==> config.mk <==
export PLATFORM = sky130hd
export DESIGN_NAME = bta_pipe_n_flat
export DESIGN_NICKNAME = d
export VERILOG_FILES = /design/src/rtl/bta_pipe_n_if.sv /design/src/rtl/bta_pipe_n.sv /design/src/flat_wrapper.sv
export SDC_FILE = /design/constraint.sdc
export NUM_CORES = 1
export LEC_CHECK = 0
export BUFFER_PORTS_ARGS = -buffer_cell sky130_fd_sc_hd__buf_2
export CELL_PAD_IN_SITES_DETAIL_PLACEMENT = 1
export CELL_PAD_IN_SITES_GLOBAL_PLACEMENT = 1
export CORE_ASPECT_RATIO = 0.6
export CORE_MARGIN = 1
export CORE_UTILIZATION = 48
export CTS_BUF_LIST = sky130_fd_sc_hd__clkbuf_2
export DETAILED_ROUTE_END_ITERATION = 10
export PLACE_DENSITY_LB_ADDON = 0.1
export SETUP_SLACK_MARGIN = 0.15
export SLEW_MARGIN = 20
export SYNTH_ARGS = -nofsm -noshare
export SYNTH_HDL_FRONTEND = slang
export SYNTH_SLANG_ARGS = --single-unit
==> constraint.sdc <==
create_clock -name clk -period 9.2 [get_ports clk]
set_clock_uncertainty 0.05 [all_clocks]
set_input_delay 1.84 -clock clk [delete_from_list [all_inputs] [get_ports clk]]
set_output_delay 1.84 -clock clk [all_outputs]
set_load 0.01 [all_outputs]
==> src/rtl/bta_pipe_n_if.sv <==
// bta_pipe_n_if: streaming handshake bundle for the pipelined tree adder.
// Carries the operand-side valid/ready pair, the packed operands with carry-in,
// and the result-side valid/ready pair with the exact-width sum.
// slave  : the adder itself (consumes operands, produces sums)
// master : the surrounding producer/consumer (or a testbench)
interface bta_pipe_n_if #(
    parameter int N = 8,
    parameter int W = 16
);
    localparam int L = $clog2(N);

    logic             in_valid;
    logic             in_ready;
    logic [N*W-1:0]   ops;
    logic             c0;
    logic             out_valid;
    logic             out_ready;
    logic [W+L-1:0]   sum;

    modport slave (
        input  in_valid,
        input  ops,
        input  c0,
        input  out_ready,
        output in_ready,
        output out_valid,
        output sum
    );

    modport master (
        output in_valid,
        output ops,
        output c0,
        output out_ready,
        input  in_ready,
        input  out_valid,
        input  sum
    );
endinterface

==> src/rtl/bta_pipe_n.sv <==
// bta_pipe_n: pipelined N-operand binary tree adder with valid/ready flow control.
// Level k of the tree adds pairs of (W+k)-bit partial sums into (W+k+1)-bit sums
// using ripple-carry adders, and each level is followed by one register stage
// with its own valid bit.  The whole pipe advances together unless the output
// is valid and the consumer is not ready, in which case every stage holds.
// The final stage is W+$clog2(N) bits wide, so the total never truncates.
//
// Optional feature macro: BTA_ACCUM_EN
//   When defined, adds acc_clr/acc ports and an ACC_W-bit running accumulator
//   that adds every sum leaving the block (acc_clr has priority and drops a
//   coincident sum).  When undefined the ports and logic are absent.
//
// N must be a power of two and at least 2; ACC_W must be at least W+$clog2(N).
// The interface instance must be built with the same N and W as this module.
module bta_pipe_n #(
    parameter int N     = 8,
    parameter int W     = 16,
    parameter int ACC_W = 32
) (
    input  logic             clk,
    input  logic             rst,
    bta_pipe_n_if.slave      bus
`ifdef BTA_ACCUM_EN
    ,
    input  logic             acc_clr,
    output logic [ACC_W-1:0] acc
`endif
);

    localparam int L = $clog2(N);

    // Bit offset of level k's register bank inside the flat pipeline vector.
    // Level j holds N>>(j+1) sums of W+j+1 bits each, packed back to back.
    function automatic int lvl_off(input int k);
        int o;
        o = 0;
        for (int j = 0; j < k; j++) begin
            o += (N >> (j + 1)) * (W + j + 1);
        end
        return o;
    endfunction

    localparam int TOT   = lvl_off(L);
    localparam int LASTO = lvl_off(L - 1);

    logic [TOT-1:0] pipe_d;
    logic [TOT-1:0] pipe_q;
    logic [L-1:0]   v_q;
    logic           stall;

    // A stalled output freezes the entire pipe, so no stage ever overwrites
    // a result that is still waiting to be taken.
    assign stall         = v_q[L-1] & ~bus.out_ready;
    assign bus.in_ready  = ~stall;
    assign bus.out_valid = v_q[L-1];
    assign bus.sum       = pipe_q[LASTO +: W+L];

    for (genvar k = 0; k < L; k++) begin : g_lvl
        localparam int IW    = W + k;
        localparam int OW    = W + k + 1;
        localparam int CNT   = N >> (k + 1);
        localparam int OFF   = lvl_off(k);
        localparam int INOFF = (k == 0) ? 0 : lvl_off(k - 1);

        for (genvar i = 0; i < CNT; i++) begin : g_pair
            logic [IW-1:0] opa;
            logic [IW-1:0] opb;
            logic          cin;
            logic          carry;
            logic [OW-1:0] s;

            if (k == 0) begin : g_first
                assign opa = bus.ops[(2*i)*W +: W];
                assign opb = bus.ops[(2*i+1)*W +: W];
            end else begin : g_inner
                assign opa = pipe_q[INOFF + (2*i)*IW +: IW];
                assign opb = pipe_q[INOFF + (2*i+1)*IW +: IW];
            end

            if (k == 0 && i == 0) begin : g_cin
                assign cin = bus.c0;
            end else begin : g_nocin
                assign cin = 1'b0;
            end

            // Ripple-carry adder: carry propagates LSB to MSB and becomes the new top bit.
            always_comb begin
                carry = cin;
                s     = '0;
                for (int b = 0; b < IW; b++) begin
                    s[b]  = opa[b] ^ opb[b] ^ carry;
                    carry = (opa[b] & opb[b]) | (carry & (opa[b] ^ opb[b]));
                end
                s[OW-1] = carry;
            end

            assign pipe_d[OFF + i*OW +: OW] = s;
        end
    end

    // Pipeline registers: every stage and valid bit moves one step unless stalled;
    // bubbles advance like data so the latency is fixed.
    always_ff @(posedge clk or posedge rst) begin
        if (rst) begin
            pipe_q <= '0;
            v_q    <= '0;
        end else if (!stall) begin
            pipe_q <= pipe_d;
            v_q[0] <= bus.in_valid;
            for (int k = 1; k < L; k++) begin
                v_q[k] <= v_q[k-1];
            end
        end
    end

`ifdef BTA_ACCUM_EN
    // Running total of delivered sums; a clear wins over a same-cycle transfer.
    always_ff @(posedge clk or posedge rst) begin
        if (rst) begin
            acc <= '0;
        end else if (acc_clr) begin
            acc <= '0;
        end else if (bus.out_valid && bus.out_ready) begin
            acc <= acc + ACC_W'(bus.sum);
        end
    end
`endif

endmodule

==> src/flat_wrapper.sv <==
// flat-port wrapper written by rule: the top's interface ports become plain ports
module bta_pipe_n_flat 
#(
    parameter int N     = 8,
    parameter int W     = 16,
    parameter int ACC_W = 32
)
  (clk, rst, bus_in_valid, bus_ops, bus_c0, bus_out_ready, bus_in_ready, bus_out_valid, bus_sum);
  bta_pipe_n_if #(.N(N), .W(W)) bus_i ();
  input  logic clk;
  input  logic rst;
  input wire logic [$bits(bus_i.in_valid)-1:0] bus_in_valid;
  input wire logic [$bits(bus_i.ops)-1:0] bus_ops;
  input wire logic [$bits(bus_i.c0)-1:0] bus_c0;
  input wire logic [$bits(bus_i.out_ready)-1:0] bus_out_ready;
  output wire logic [$bits(bus_i.in_ready)-1:0] bus_in_ready;
  output wire logic [$bits(bus_i.out_valid)-1:0] bus_out_valid;
  output wire logic [$bits(bus_i.sum)-1:0] bus_sum;
  assign bus_i.in_valid = bus_in_valid;
  assign bus_i.ops = bus_ops;
  assign bus_i.c0 = bus_c0;
  assign bus_i.out_ready = bus_out_ready;
  assign bus_in_ready = bus_i.in_ready;
  assign bus_out_valid = bus_i.out_valid;
  assign bus_sum = bus_i.sum;
  bta_pipe_n #(.N(N), .W(W), .ACC_W(ACC_W)) u_core (.clk(clk), .rst(rst), .bus(bus_i));
endmodule
==> qor.txt <==
Core area - 15500 sq um
Final hold vios - 0
Largest net degree at the start of global routing - 77
Antenna Cells - 0
Antenna Nets Post-Route - 0
Vias in the first global route - 4648
Clock sinks - 126
Max Cap Viol - 0
Synth Net Count - 687
Drt first pass iters - 7
Post_cts resized - 0
Reg2reg path depth - 20
Drt initial violations - 160
Slew HR - 0.442
Yosys Warn Count - 0
Clock Latency Late Sink - 0.66 ns
I/O pin count - 154
Reg clk slew, reported paths - 0.21 ns
Via density - 4.86
All-Layer GR Usage - 0.189
CP required - 9.75 ns
Starting Density - 0.498
Nets - 830
First-pass GRT wire length - 24100 um
Synthesized area per cell - 17.7 sq um
H-tree level count - 4
FF-to-FF End - u_core.pipe_q[121]$_DFFE_PP0N_
Filler cells - 1495
Per-cell routed wire length - 17.5 um
Dpl cell area - 8390 sq um
Crit-path max FO - 2
Inserted Clock Buffers - 17
Reg2reg setup slack - 0.59 ns
Clk root buf - clkbuf_2
Die Wd - 166 um
DRC viols - 8
Failing checks - DRC
Antenna violations before repair - 0
Setup Buffers After CTS - 0
# port buffers - 153
Clock Tree Buf Depth - 2
Largest vdd supply drop - 115 uV
Status - complete, but fails checks
CTS tree - yes
Synth unique cells - 15
Grt ovf - 0
Setup crit end - u_core.pipe_q[121]$_DFFE_PP0N_
Num rows - 35
Cells after Synth - 438
Max Fclk - 0.116 GHz
Synthesized area - 7740 sq um
Setup violators final - 0
Total number of vias - 3874
Design area - 8710 sq um
Hold Path Class - reg -> reg
Die Y - 100 um
Post-CTS Hold Buffers - 0
CP Launch Type - register
Critical path origin - u_core.pipe_q[68]$_DFFE_PP0N_
Area delta synth->final - 12.5%
Leakage power - 4.14 nW
RSZ-0062 raised after global routing - no
Min cycle time layout - 8.61 ns
DPL Wire Length - 10600 um
Die area - 16600 sq um
CP Class - reg -> reg
Final period util - 0.936
Fin. max-slew vios - 0
Layout cells sized above 1 - 0.507
Post-synthesis sequential element count - 126
Setup_tns - 0 ns
Detailed Route WL - 13900 um
Sequential-to-total area share from yosys stat - 0.408
Reg2reg start - u_core.pipe_q[68]$_DFFE_PP0N_
Placer congestion estimate - 0.756
Pwr dens - 300 nW/um^2
WP data arrival - 9.16 ns
Worst setup EP type - register
Worst Tran Pin Value - 0.837 ns
how the worst min path moves through the flow:
stage | startpoint | slack [ns] | cells past startpoint | to
3_3_place_gp | u_core.v_q[1]$_DFFE_PP0N_ | 0.41 | 1 | u_core.v_q[2]$_DFFE_PP0N_
3_5_place_dp | u_core.pipe_q[113]$_DFFE_PP0N_ | 0.45 | 1 | u_core.pipe_q[113]$_DFFE_PP0N_
2_1_floorplan | u_core.v_q[1]$_DFFE_PP0N_ | 0.38 | 1 | u_core.v_q[2]$_DFFE_PP0N_
6_report | u_core.pipe_q[114]$_DFFE_PP0N_ | 0.47 | 1 | u_core.pipe_q[114]$_DFFE_PP0N_
4_1_cts | u_core.pipe_q[113]$_DFFE_PP0N_ | 0.48 | 1 | u_core.pipe_q[113]$_DFFE_PP0N_
5_1_grt | u_core.pipe_q[114]$_DFFE_PP0N_ | 0.50 | 1 | u_core.pipe_q[114]$_DFFE_PP0N_
metal layers:
layer | wire [um] | vias up | GRT usage
li1 | - | 1706 | -
met1 | 6350 | 2062 | 0.253
met2 | 6900 | 93 | 0.317
met3 | 539 | 13 | 0.0390
met4 | 130 | 0 | 0.0568
met5 | 0 | - | 0
cells in the final DEF, fill, tap and decap left out, drive strengths merged:
master	count
a21oi	9
buf	157
bufinv	4
clkbuf	18
clkinv	4
clkinvlp	3
dfrtp	126
fa	110
ha	6
inv	30
mux2	110
mux2i	6
nand2b	1
nor2b	1
nor3b	9
cells in the mapped netlist, drive strengths merged:
master	count	share of area
ha	6	0.0097
nor2b	1	0.0018
nor3b	9	0.0087
fa	110	0.28
inv	27	0.013
nand2b	1	0.00081
mux2	110	0.21
a21oi	9	0.0058
mux2i	6	0.0078
buf	33	0.051
dfrtp	126	0.41
cell type report:
cell class / count / area [sq um] / area share
Clock buffer: 18 / 90.1 / 0.0103
Multi-Input combinational cell: 252 / 4090 / 0.470
Sequential cell: 126 / 3150 / 0.362
Tap cell: 203 / 254 / 0.0292
Inverter: 27 / 109 / 0.0125
Clock inverter: 14 / 190 / 0.0218
Timing Repair Buffer: 157 / 820 / 0.0941
flip-flops by register name (all words and copies together), names as in the netlist:
signal / count
u_core.pipe_q: 123
u_core.v_q: 3
worst max-delay path, cell delays in order (launching register included):
cell	delay (ns)
dfrtp_1	0.43
ha_1	0.22
fa_1	0.46
fa_2	0.42
fa_1	0.45
fa_1	0.46
fa_1	0.46
fa_1	0.46
fa_1	0.46
fa_1	0.46
fa_1	0.46
fa_1	0.47
fa_1	0.47
fa_1	0.46
fa_1	0.46
fa_1	0.46
fa_1	0.46
fa_1	0.42
inv_1	0.09
fa_1	0.39
a21oi_1	0.13
report_power, final:
group | switching (W) | internal [W] | total (W)
logic | 0.000477 | 0.000764 | 0.00124
clock network | 0.000222 | 0.000180 | 0.000402
registers | 0.000181 | 0.000790 | 0.000970
stage by stage:
step	hold slack, ns	worst slack [ns]	power, W	instances	utilization
after global placement	0.413	0.588	0.00220	764	0.540
after CTS	0.484	0.428	0.00267	796	0.558
after floorplan	0.385	0.731	0.00198	438	-
final	0.475	0.587	0.00261	797	0.560
after global routing	0.505	0.174	0.00287	797	0.560
after detailed placement	0.446	0.447	0.00226	764	0.540
cell families after synthesis:
group,Yosys count,share of synthesized area
flip-flops,126,0.408
adder cells (fa/ha/maj),116,0.294
multiplexers,116,0.217
buffers and inverters,60,0.0642
AND/OR/NAND/NOR,11,0.0113
AO/OA/AOI/OAI,9,0.00582
No activity file was read; power rests on OpenSTA's default activity.
